<file path="config.mk">
export PLATFORM = sky130hd
export DESIGN_NAME = spn_host_ctrl_flat
export DESIGN_NICKNAME = d
export VERILOG_FILES = /design/src/rtl/spn_host_ctrl_if.sv /design/src/rtl/spn_host_ctrl.sv /design/src/flat_wrapper.sv
export SDC_FILE = /design/constraint.sdc
export NUM_CORES = 1
export LEC_CHECK = 0
export ABC_AREA = 0
export BUFFER_PORTS_ARGS = -buffer_cell sky130_fd_sc_hd__buf_2
export CORE_AREA = 10 10 125 127
export CTS_CLUSTER_DIAMETER = 80
export DETAILED_ROUTE_END_ITERATION = 10
export DIE_AREA = 0 0 135 137
export GPL_ROUTABILITY_DRIVEN = 0
export PLACE_DENSITY_LB_ADDON = 0.15
export SLEW_MARGIN = 20
export SYNTH_ARGS = -nofsm -noshare
export SYNTH_HDL_FRONTEND = slang
export SYNTH_SLANG_ARGS = --single-unit
</file>
<file path="constraint.sdc">
create_clock -name clk -period 9.23 [get_ports clk]
set_input_delay 1.846 -clock clk [delete_from_list [all_inputs] [get_ports clk]]
set_output_delay 1.846 -clock clk [all_outputs]
set_load 0.01 [all_outputs]
</file>
<file path="src/rtl/spn_host_ctrl_if.sv">
// -----------------------------------------------------------------------------
// spn_host_ctrl_if
// Bundles the request port, response port, key-load port and the SPN core
// connection of spn_host_ctrl.
//   slave  : the host controller itself (drives req_ready, core_*, rsp_*)
//   master : the surrounding system (bus adapter, SPN core, response consumer)
// Signals:
//   key_wr/key_in                  key register load
//   req_valid/req_ready/req_op/
//   req_data                       request handshake
//   core_opcode/core_data_in/
//   core_key                       drive into the SPN core
//   core_data_out/core_valid       registered result from the SPN core
//   rsp_valid/rsp_ready/rsp_data/
//   rsp_status                     response FIFO head handshake
// -----------------------------------------------------------------------------
interface spn_host_ctrl_if;
    logic        key_wr;
    logic [31:0] key_in;

    logic        req_valid;
    logic        req_ready;
    logic [1:0]  req_op;
    logic [15:0] req_data;

    logic [1:0]  core_opcode;
    logic [15:0] core_data_in;
    logic [31:0] core_key;
    logic [15:0] core_data_out;
    logic [1:0]  core_valid;

    logic        rsp_valid;
    logic        rsp_ready;
    logic [15:0] rsp_data;
    logic [1:0]  rsp_status;

    modport slave (
        input  key_wr, key_in,
        input  req_valid, req_op, req_data,
        output req_ready,
        output core_opcode, core_data_in, core_key,
        input  core_data_out, core_valid,
        output rsp_valid, rsp_data, rsp_status,
        input  rsp_ready
    );

    modport master (
        output key_wr, key_in,
        output req_valid, req_op, req_data,
        input  req_ready,
        input  core_opcode, core_data_in, core_key,
        output core_data_out, core_valid,
        input  rsp_valid, rsp_data, rsp_status,
        output rsp_ready
    );
endinterface

</file>
<file path="src/rtl/spn_host_ctrl.sv">
// -----------------------------------------------------------------------------
// spn_host_ctrl
// Host-side initiator for the 3-round SPN core. Accepts one encrypt/decrypt
// request at a time, pulses it into the core for one cycle, waits for the
// core's registered result (or a timeout) and queues {data, status} in a
// small response FIFO.
// Ports:
//   clk  : clock
//   rst  : asynchronous active-high reset
//   bus  : spn_host_ctrl_if.slave (request, key, core and response signals)
// Parameters:
//   RSP_DEPTH : response FIFO entries (power of two, >= 2)
//   TIMEOUT   : WAIT cycles with core_valid == 00 before a timeout response
// Status codes: 00 ok, 01 opcode mismatch, 10 timeout, 11 core illegal op.
// -----------------------------------------------------------------------------
module spn_host_ctrl #(
    parameter int RSP_DEPTH = 4,
    parameter int TIMEOUT   = 4
) (
    input logic            clk,
    input logic            rst,
    spn_host_ctrl_if.slave bus
);

    localparam int CNT_W = $clog2(RSP_DEPTH + 1);
    localparam int PTR_W = $clog2(RSP_DEPTH);
    localparam int TMO_W = $clog2(TIMEOUT + 1);

    typedef enum logic [1:0] {
        ST_IDLE  = 2'b00,
        ST_ISSUE = 2'b01,
        ST_WAIT  = 2'b10
    } state_t;

    // Response status for a result the core actually returned.
    function automatic logic [1:0] classify_status(input logic [1:0] valid,
                                                   input logic [1:0] op);
        logic [1:0] st;
        if (valid == 2'b11) begin
            st = 2'b11;
        end else if (valid == op) begin
            st = 2'b00;
        end else begin
            st = 2'b01;
        end
        return st;
    endfunction

    state_t             state_r, state_s;
    logic [1:0]         op_r;
    logic [15:0]        data_r;
    logic [1:0]         core_opcode_r, core_opcode_s;
    logic [31:0]        key_r;
    logic [TMO_W-1:0]   tmo_r, tmo_s;

    logic [17:0]        mem_r [RSP_DEPTH];
    logic [PTR_W-1:0]   wr_ptr_r;
    logic [PTR_W-1:0]   rd_ptr_r;
    logic [CNT_W-1:0]   count_r;

    logic               req_ready_s;
    logic               accept_s;
    logic               latch_s;
    logic               push_s;
    logic               pop_s;
    logic [17:0]        push_word_s;

    // Ready only in IDLE with a free FIFO slot; forced low while in reset.
    assign req_ready_s = !rst && (state_r == ST_IDLE) &&
                         (count_r < CNT_W'(RSP_DEPTH));
    assign accept_s    = bus.req_valid && req_ready_s;
    assign pop_s       = bus.rsp_ready && (count_r != CNT_W'(0));

    assign bus.req_ready    = req_ready_s;
    assign bus.core_opcode  = core_opcode_r;
    assign bus.core_data_in = data_r;
    assign bus.core_key     = key_r;
    assign bus.rsp_valid    = (count_r != CNT_W'(0));
    assign bus.rsp_data     = mem_r[rd_ptr_r][17:2];
    assign bus.rsp_status   = mem_r[rd_ptr_r][1:0];

    // Next-state logic, timeout counting and response generation.
    always_comb begin
        state_s       = state_r;
        tmo_s         = tmo_r;
        latch_s       = 1'b0;
        push_s        = 1'b0;
        push_word_s   = 18'h0_0000;
        core_opcode_s = 2'b00;
        case (state_r)
            ST_IDLE: begin
                // A 00 request is consumed here without touching the core.
                if (accept_s && (bus.req_op != 2'b00)) begin
                    latch_s       = 1'b1;
                    core_opcode_s = bus.req_op;
                    state_s       = ST_ISSUE;
                end else begin
                    state_s = ST_IDLE;
                end
            end
            ST_ISSUE: begin
                tmo_s   = TMO_W'(0);
                state_s = ST_WAIT;
            end
            ST_WAIT: begin
                if (bus.core_valid != 2'b00) begin
                    push_s      = 1'b1;
                    push_word_s = {bus.core_data_out,
                                   classify_status(bus.core_valid, op_r)};
                    state_s     = ST_IDLE;
                end else if (tmo_r == TMO_W'(TIMEOUT - 1)) begin
                    // This is the TIMEOUT-th silent WAIT cycle.
                    push_s      = 1'b1;
                    push_word_s = {16'h0000, 2'b10};
                    state_s     = ST_IDLE;
                end else begin
                    tmo_s = tmo_r + TMO_W'(1);
                end
            end
            default: begin
                state_s = ST_IDLE;
            end
        endcase
    end

    // FSM state, latched request and registered core drive.
    // core_opcode is loaded at the accept edge so it is valid exactly
    // during the ISSUE cycle and cleared at the following edge.
    always_ff @(posedge clk or posedge rst) begin
        if (rst) begin
            state_r       <= ST_IDLE;
            op_r          <= 2'b00;
            data_r        <= 16'h0000;
            core_opcode_r <= 2'b00;
            tmo_r         <= TMO_W'(0);
        end else begin
            state_r       <= state_s;
            core_opcode_r <= core_opcode_s;
            tmo_r         <= tmo_s;
            if (latch_s) begin
                op_r   <= bus.req_op;
                data_r <= bus.req_data;
            end
        end
    end

    // Key register; a write during ISSUE lands on the same edge the core
    // samples, so the core still sees the old key for that request.
    always_ff @(posedge clk or posedge rst) begin
        if (rst) begin
            key_r <= 32'h0000_0000;
        end else if (bus.key_wr) begin
            key_r <= bus.key_in;
        end
    end

    // Response FIFO storage and pointers. The slot is reserved at accept
    // time, so a push never meets a full FIFO.
    always_ff @(posedge clk or posedge rst) begin
        if (rst) begin
            for (int i = 0; i < RSP_DEPTH; i++) begin
                mem_r[i] <= 18'h0_0000;
            end
            wr_ptr_r <= PTR_W'(0);
            rd_ptr_r <= PTR_W'(0);
        end else begin
            if (push_s) begin
                mem_r[wr_ptr_r] <= push_word_s;
                wr_ptr_r        <= wr_ptr_r + PTR_W'(1);
            end
            if (pop_s) begin
                rd_ptr_r <= rd_ptr_r + PTR_W'(1);
            end
        end
    end

    // FIFO occupancy; simultaneous push and pop leave it unchanged.
    always_ff @(posedge clk or posedge rst) begin
        if (rst) begin
            count_r <= CNT_W'(0);
        end else begin
            case ({push_s, pop_s})
                2'b10:   count_r <= count_r + CNT_W'(1);
                2'b01:   count_r <= count_r - CNT_W'(1);
                default: count_r <= count_r;
            endcase
        end
    end

endmodule
</file>
<file path="src/flat_wrapper.sv">
// flat-port wrapper written by rule: the top's interface ports become plain ports
module spn_host_ctrl_flat 
#(
    parameter int RSP_DEPTH = 4,
    parameter int TIMEOUT   = 4
)
  (clk, rst, bus_key_wr, bus_key_in, bus_req_valid, bus_req_op, bus_req_data, bus_req_ready, bus_core_opcode, bus_core_data_in, bus_core_key, bus_core_data_out, bus_core_valid, bus_rsp_valid, bus_rsp_data, bus_rsp_status, bus_rsp_ready);
  spn_host_ctrl_if bus_i ();
  input logic clk;
  input logic rst;
  input wire logic [$bits(bus_i.key_wr)-1:0] bus_key_wr;
  input wire logic [$bits(bus_i.key_in)-1:0] bus_key_in;
  input wire logic [$bits(bus_i.req_valid)-1:0] bus_req_valid;
  input wire logic [$bits(bus_i.req_op)-1:0] bus_req_op;
  input wire logic [$bits(bus_i.req_data)-1:0] bus_req_data;
  output wire logic [$bits(bus_i.req_ready)-1:0] bus_req_ready;
  output wire logic [$bits(bus_i.core_opcode)-1:0] bus_core_opcode;
  output wire logic [$bits(bus_i.core_data_in)-1:0] bus_core_data_in;
  output wire logic [$bits(bus_i.core_key)-1:0] bus_core_key;
  input wire logic [$bits(bus_i.core_data_out)-1:0] bus_core_data_out;
  input wire logic [$bits(bus_i.core_valid)-1:0] bus_core_valid;
  output wire logic [$bits(bus_i.rsp_valid)-1:0] bus_rsp_valid;
  output wire logic [$bits(bus_i.rsp_data)-1:0] bus_rsp_data;
  output wire logic [$bits(bus_i.rsp_status)-1:0] bus_rsp_status;
  input wire logic [$bits(bus_i.rsp_ready)-1:0] bus_rsp_ready;
  assign bus_i.key_wr = bus_key_wr;
  assign bus_i.key_in = bus_key_in;
  assign bus_i.req_valid = bus_req_valid;
  assign bus_i.req_op = bus_req_op;
  assign bus_i.req_data = bus_req_data;
  assign bus_req_ready = bus_i.req_ready;
  assign bus_core_opcode = bus_i.core_opcode;
  assign bus_core_data_in = bus_i.core_data_in;
  assign bus_core_key = bus_i.core_key;
  assign bus_i.core_data_out = bus_core_data_out;
  assign bus_i.core_valid = bus_core_valid;
  assign bus_rsp_valid = bus_i.rsp_valid;
  assign bus_rsp_data = bus_i.rsp_data;
  assign bus_rsp_status = bus_i.rsp_status;
  assign bus_i.rsp_ready = bus_rsp_ready;
  spn_host_ctrl #(.RSP_DEPTH(RSP_DEPTH), .TIMEOUT(TIMEOUT)) u_core (.clk(clk), .rst(rst), .bus(bus_i));
endmodule
</file>
Word level (Yosys, flattened, before mapping)
Index checks and enable logic that the tools add are counted.

storage, ports and cells
  bits of input ports = 73
  word-level logic and storage cells = 74
  output and inout bits = 70
  register bits after elaboration = 136

cells by class
  bitwise operators = 2
  reductions and logical operators = 14
  add/subtract/negate cells = 5
  equal/unequal tests = 10
  muxes and demuxes = 26
  order comparisons = 4

operator list
  kind                                                count
  2-to-1 mux 18 bit                                   5
  bitwise mux 72 bit                                  1
  binary-select mux 18 bit (select 2 bit)             1
  demux 18 bit (select 2 bit)                         1
  2-to-1 mux 2 bit                                    6
  one-hot mux 3 bit (2 select lines)                  2
  nonzero test 2 bit                                  4
  2-to-1 mux 1 bit                                    7
  adder 3 x 1 -> 3 bit, second input constant         2
  == test 2 bit, second input constant                3
  >= comparator 3 bit, second input constant          2
  logical AND 1 bit                                   6
  2-to-1 mux 3 bit                                    2
  NOT 2 -> 3 bit                                      2
  one-hot mux 2 bit (3 select lines)                  1
  adder 2 x 1 -> 2 bit, second input constant         2
  == test 2 x 1 -> 1 bit, second input constant       2
  != test 2 bit, second input constant                2
  == test 3 x 2 -> 1 bit, second input constant       1
  < comparator 3 x 1 -> 1 bit, second input constant  1
  < comparator 3 bit, second input constant           1
  != test 3 x 1 -> 1 bit, second input constant       1
  AND reduction 3 bit                                 1
  nonzero test 3 bit                                  1
  other kinds (4)                                     4

Longest topological paths before layout
  depth in word-level cells = 7
  gate-level depth with buffers = 11
  mapped depth without buffers = 10

Least setup slack after synthesis
No wires, ideal clock.

  kind = in2out
  start = input rst
  end = output bus_req_ready
  data arrival time = 2167 ps
  path slack = 5217 ps
  data required time = 7384 ps
  stages = 1
  path buffers = 0
  path through = nor3b_1

between the ends
  word-level cells in the longest chain between the ends = 3

RTL lines
  element                          RTL line             RTL
  from (decl)                      flat_wrapper.sv:10   input logic rst;
  zero test 1 bit (no line)        --
  logical AND 1 bit (2 in series)  spn_host_ctrl.sv:69  assign req_ready_s = !rst && (state_r == ST_IDLE) &&
  to (decl)                        flat_wrapper.sv:16   output wire logic [$bits(bus_i.req_ready)-1:0] bus_req_ready;

No other way between the ends.

Worst setup path after layout
Same ends and word-level chain as after synthesis.

==> impl_metrics.ini <==
[clock_network]
post-cts-setup-buffers = 0
clkTransAtPathRegs_ns = 0.05
clkSinkCount = 136
clock_latency_ns = 0.41
cts_made_buffers = 17
cts_tree = yes
cts.path.max_buffers = 2
cts_root_buffer = clkbuf_16
cts-hold-fix-buffers = 0
ctsResizeCount = 0
htreeDepth = 4

[synthesis]
synth_xor_area_share_pct = 1.06
synthDominantCellAreaShare_pct = 58.6
async_flop_share_pct = 100
yosys.area_share.simple_pct = 7.76
syn_avg_cell_area_um2 = 12.7
ys_seq_area_share_pct = 58.6
yosysWarningCount = 0
netlist_top_cells_area = dfrtp_1, mux4_2, mux2_2
synthMuxAreaShare_pct = 17.1
synth_compound_area_share_pct = 9.49
ys.flop_type = dfrtp_1
synth_adder_area_share_pct = 2.50
ys_seq_elements = 136
yosysUniqueCellTypes = 36
synth_area_um2 = 5800
syn-num-nets = 541
synth_top_family_by_area = multiplexers
yosys.area.top_type = dfrtp_1
synth_edf_count = 0
syn_inst = 457

[sta]
skew_ns = 0.00943
rsz0062_at_grt = false
setup_viol = 0
slew_violations = 0
post-route-period-util_pct = 45.3
finalHoldViolCount = 0
worst_pin_slew_ns = 1.00
fin_tns_setup_ns = 0
setup_slack_ns = 5.05
period_needed_ns = 4.18
relSlewSlack_pct = 33.2
max_freq_mhz = 239

[final_layout]
final_common_cell = buf_2
fin_nets = 681
area_growth_pct = 24.2
antennaDiodeCount = 0
final_cell_mix = buf_2, dfrtp_1, nand2_1
drive_gt1_share_pct = 38.4
post-route-util_pct = 55.1

[floorplan]
die-height_um = 137
rows = 42
ios = 143
core_um2 = 13100
fp.dieW_um = 135
start_util_pct = 44.3
die_area_um2 = 18500

[routing]
drc = 0
drt_iter0_drc = 159
drt_wl_total_um = 13100
ant_nets = 0
drt_first_pass_iters = 4
wl_per_cell_um = 16.6
vias_per_cell = 4.97
num_vias = 3907

[status]
outcome = complete, no violations

[hold_path]
hold_class = reg2reg

[critical_path]
worstSetupEndpoint = bus_req_ready
r2r_end = u_core.count_r[2]$_DFFE_PP0P_
startpoint = rst
reg2reg_slack_ns = 6.59
crit_fanout = 3
endpoint_kind = output pin
reg2regPathDepth = 10
rr_startpoint = u_core.tmo_r[0]$_DFFE_PP0P_
required_ns = 7.38
path_class = in2out
arrival_ns = 2.33
cp-start-kind = input port

[global_routing]
gr-usage-all-layers_pct = 14.8
grt_max_degree = 86
grt_pass1_wl_um = 21500
grt_overflow_total = 0
grt_pass1_vias = 4187
antenna_found_initial = 1

[place]
hpwlAfterDp_um = 9180
portBuffers = 142
post-place-ws_ns = 5.05

[power]
p_leak_nw = 3.35
power_density_nw_per_um2 = 259
ir_worst_vdd_v = 0.000161

[run]
max_cap_violations = 0
[where the power goes]
part           total [W]  internal, W  switching [W]
sequential      0.000802     0.000710      0.0000916
combinational   0.000410     0.000203       0.000207
clock           0.000651     0.000417       0.000234
[cell type report]
class	instances	area, um^2
Fill cell	1161	5880
Sequential cell	136	3400
Multi-Input combinational cell	281	2200
Timing Repair Buffer	148	756
Clock buffer	24	482
Tap cell	176	220
Clock inverter	8	95.1
Inverter	13	53.8
[Yosys cell counts, drive strengths merged, types with 2 or more instances]
| library cell | instances |
|---|---|
| dfrtp | 136 |
| nand2 | 94 |
| o21ai | 69 |
| mux2 | 51 |
| buf | 25 |
| mux4 | 18 |
| inv | 13 |
| ha | 10 |
| o311ai | 5 |
| o31ai | 5 |
| xor2 | 4 |
| nand3 | 3 |
| xnor2 | 3 |
| clkbuf | 2 |
| nand2b | 2 |
| nor3 | 2 |
| o21a | 2 |
| or3 | 2 |
[sequential cells by signal, summed over array words and instances, names as in the netlist]
name                     cells
u_core.rd_ptr_r              2
u_core.bus.core_opcode       2
u_core.count_r               3
u_core.bus.core_key         32
u_core.wr_ptr_r              2
u_core.op_r                  2
u_core.bus.core_data_in     16
u_core.state_r               2
u_core.tmo_r                 3
u_core.mem_r                72
[stage by stage]
step	cells	total power, W	hold slack [ns]	instance area [um^2]
after floorplan	457	0.00108	0.443	5800
after global placement	754	0.00122	0.456	6630
after detailed placement	754	0.00124	0.462	6630
after CTS	786	0.00190	0.475	7210
after global routing	786	0.00198	0.492	7210
final	786	0.00186	0.476	7210
[how the worst min path moves through the flow]
stage               cells past startpoint                              startpoint                                     end
floorplan                               2            u_core.mem_r[18]$_DFFE_PP0P_            u_core.mem_r[18]$_DFFE_PP0P_
global placement                        2             u_core.mem_r[0]$_DFFE_PP0P_             u_core.mem_r[0]$_DFFE_PP0P_
detailed placement                      2            u_core.mem_r[18]$_DFFE_PP0P_            u_core.mem_r[18]$_DFFE_PP0P_
CTS                                     2            u_core.mem_r[18]$_DFFE_PP0P_            u_core.mem_r[18]$_DFFE_PP0P_
global route                            1  u_core.bus.core_data_in[8]$_DFFE_PP0P_  u_core.bus.core_data_in[8]$_DFFE_PP0P_
finish                                  2            u_core.mem_r[18]$_DFFE_PP0P_            u_core.mem_r[18]$_DFFE_PP0P_
[per-layer routing]
metal  track usage, %  routed length (um)  part of all wire, %  up-vias
met2             25.2                6820                   52       88
met3             6.01                 840                  6.4       12
met5                0                  13                 0.10        -
li1                 -                   -                    -     1875
met1             16.7                5290                   41     1930
met4             4.84                  98                 0.75        2
[critical path: stages]
cell and delay [ns]:
buf_2 0.15, nor3b_1 0.18, buf_2 0.16
[cell families after synthesis]
family | Yosys count
buffers and inverters | 40
and+or+nand+nor | 107
DFF | 136
adders and majority gates | 11
AOI/OAI and AO/OA | 86
muxes | 70
xor gates and xnor gates | 7
No activity file was read; power rests on OpenSTA's default activity.
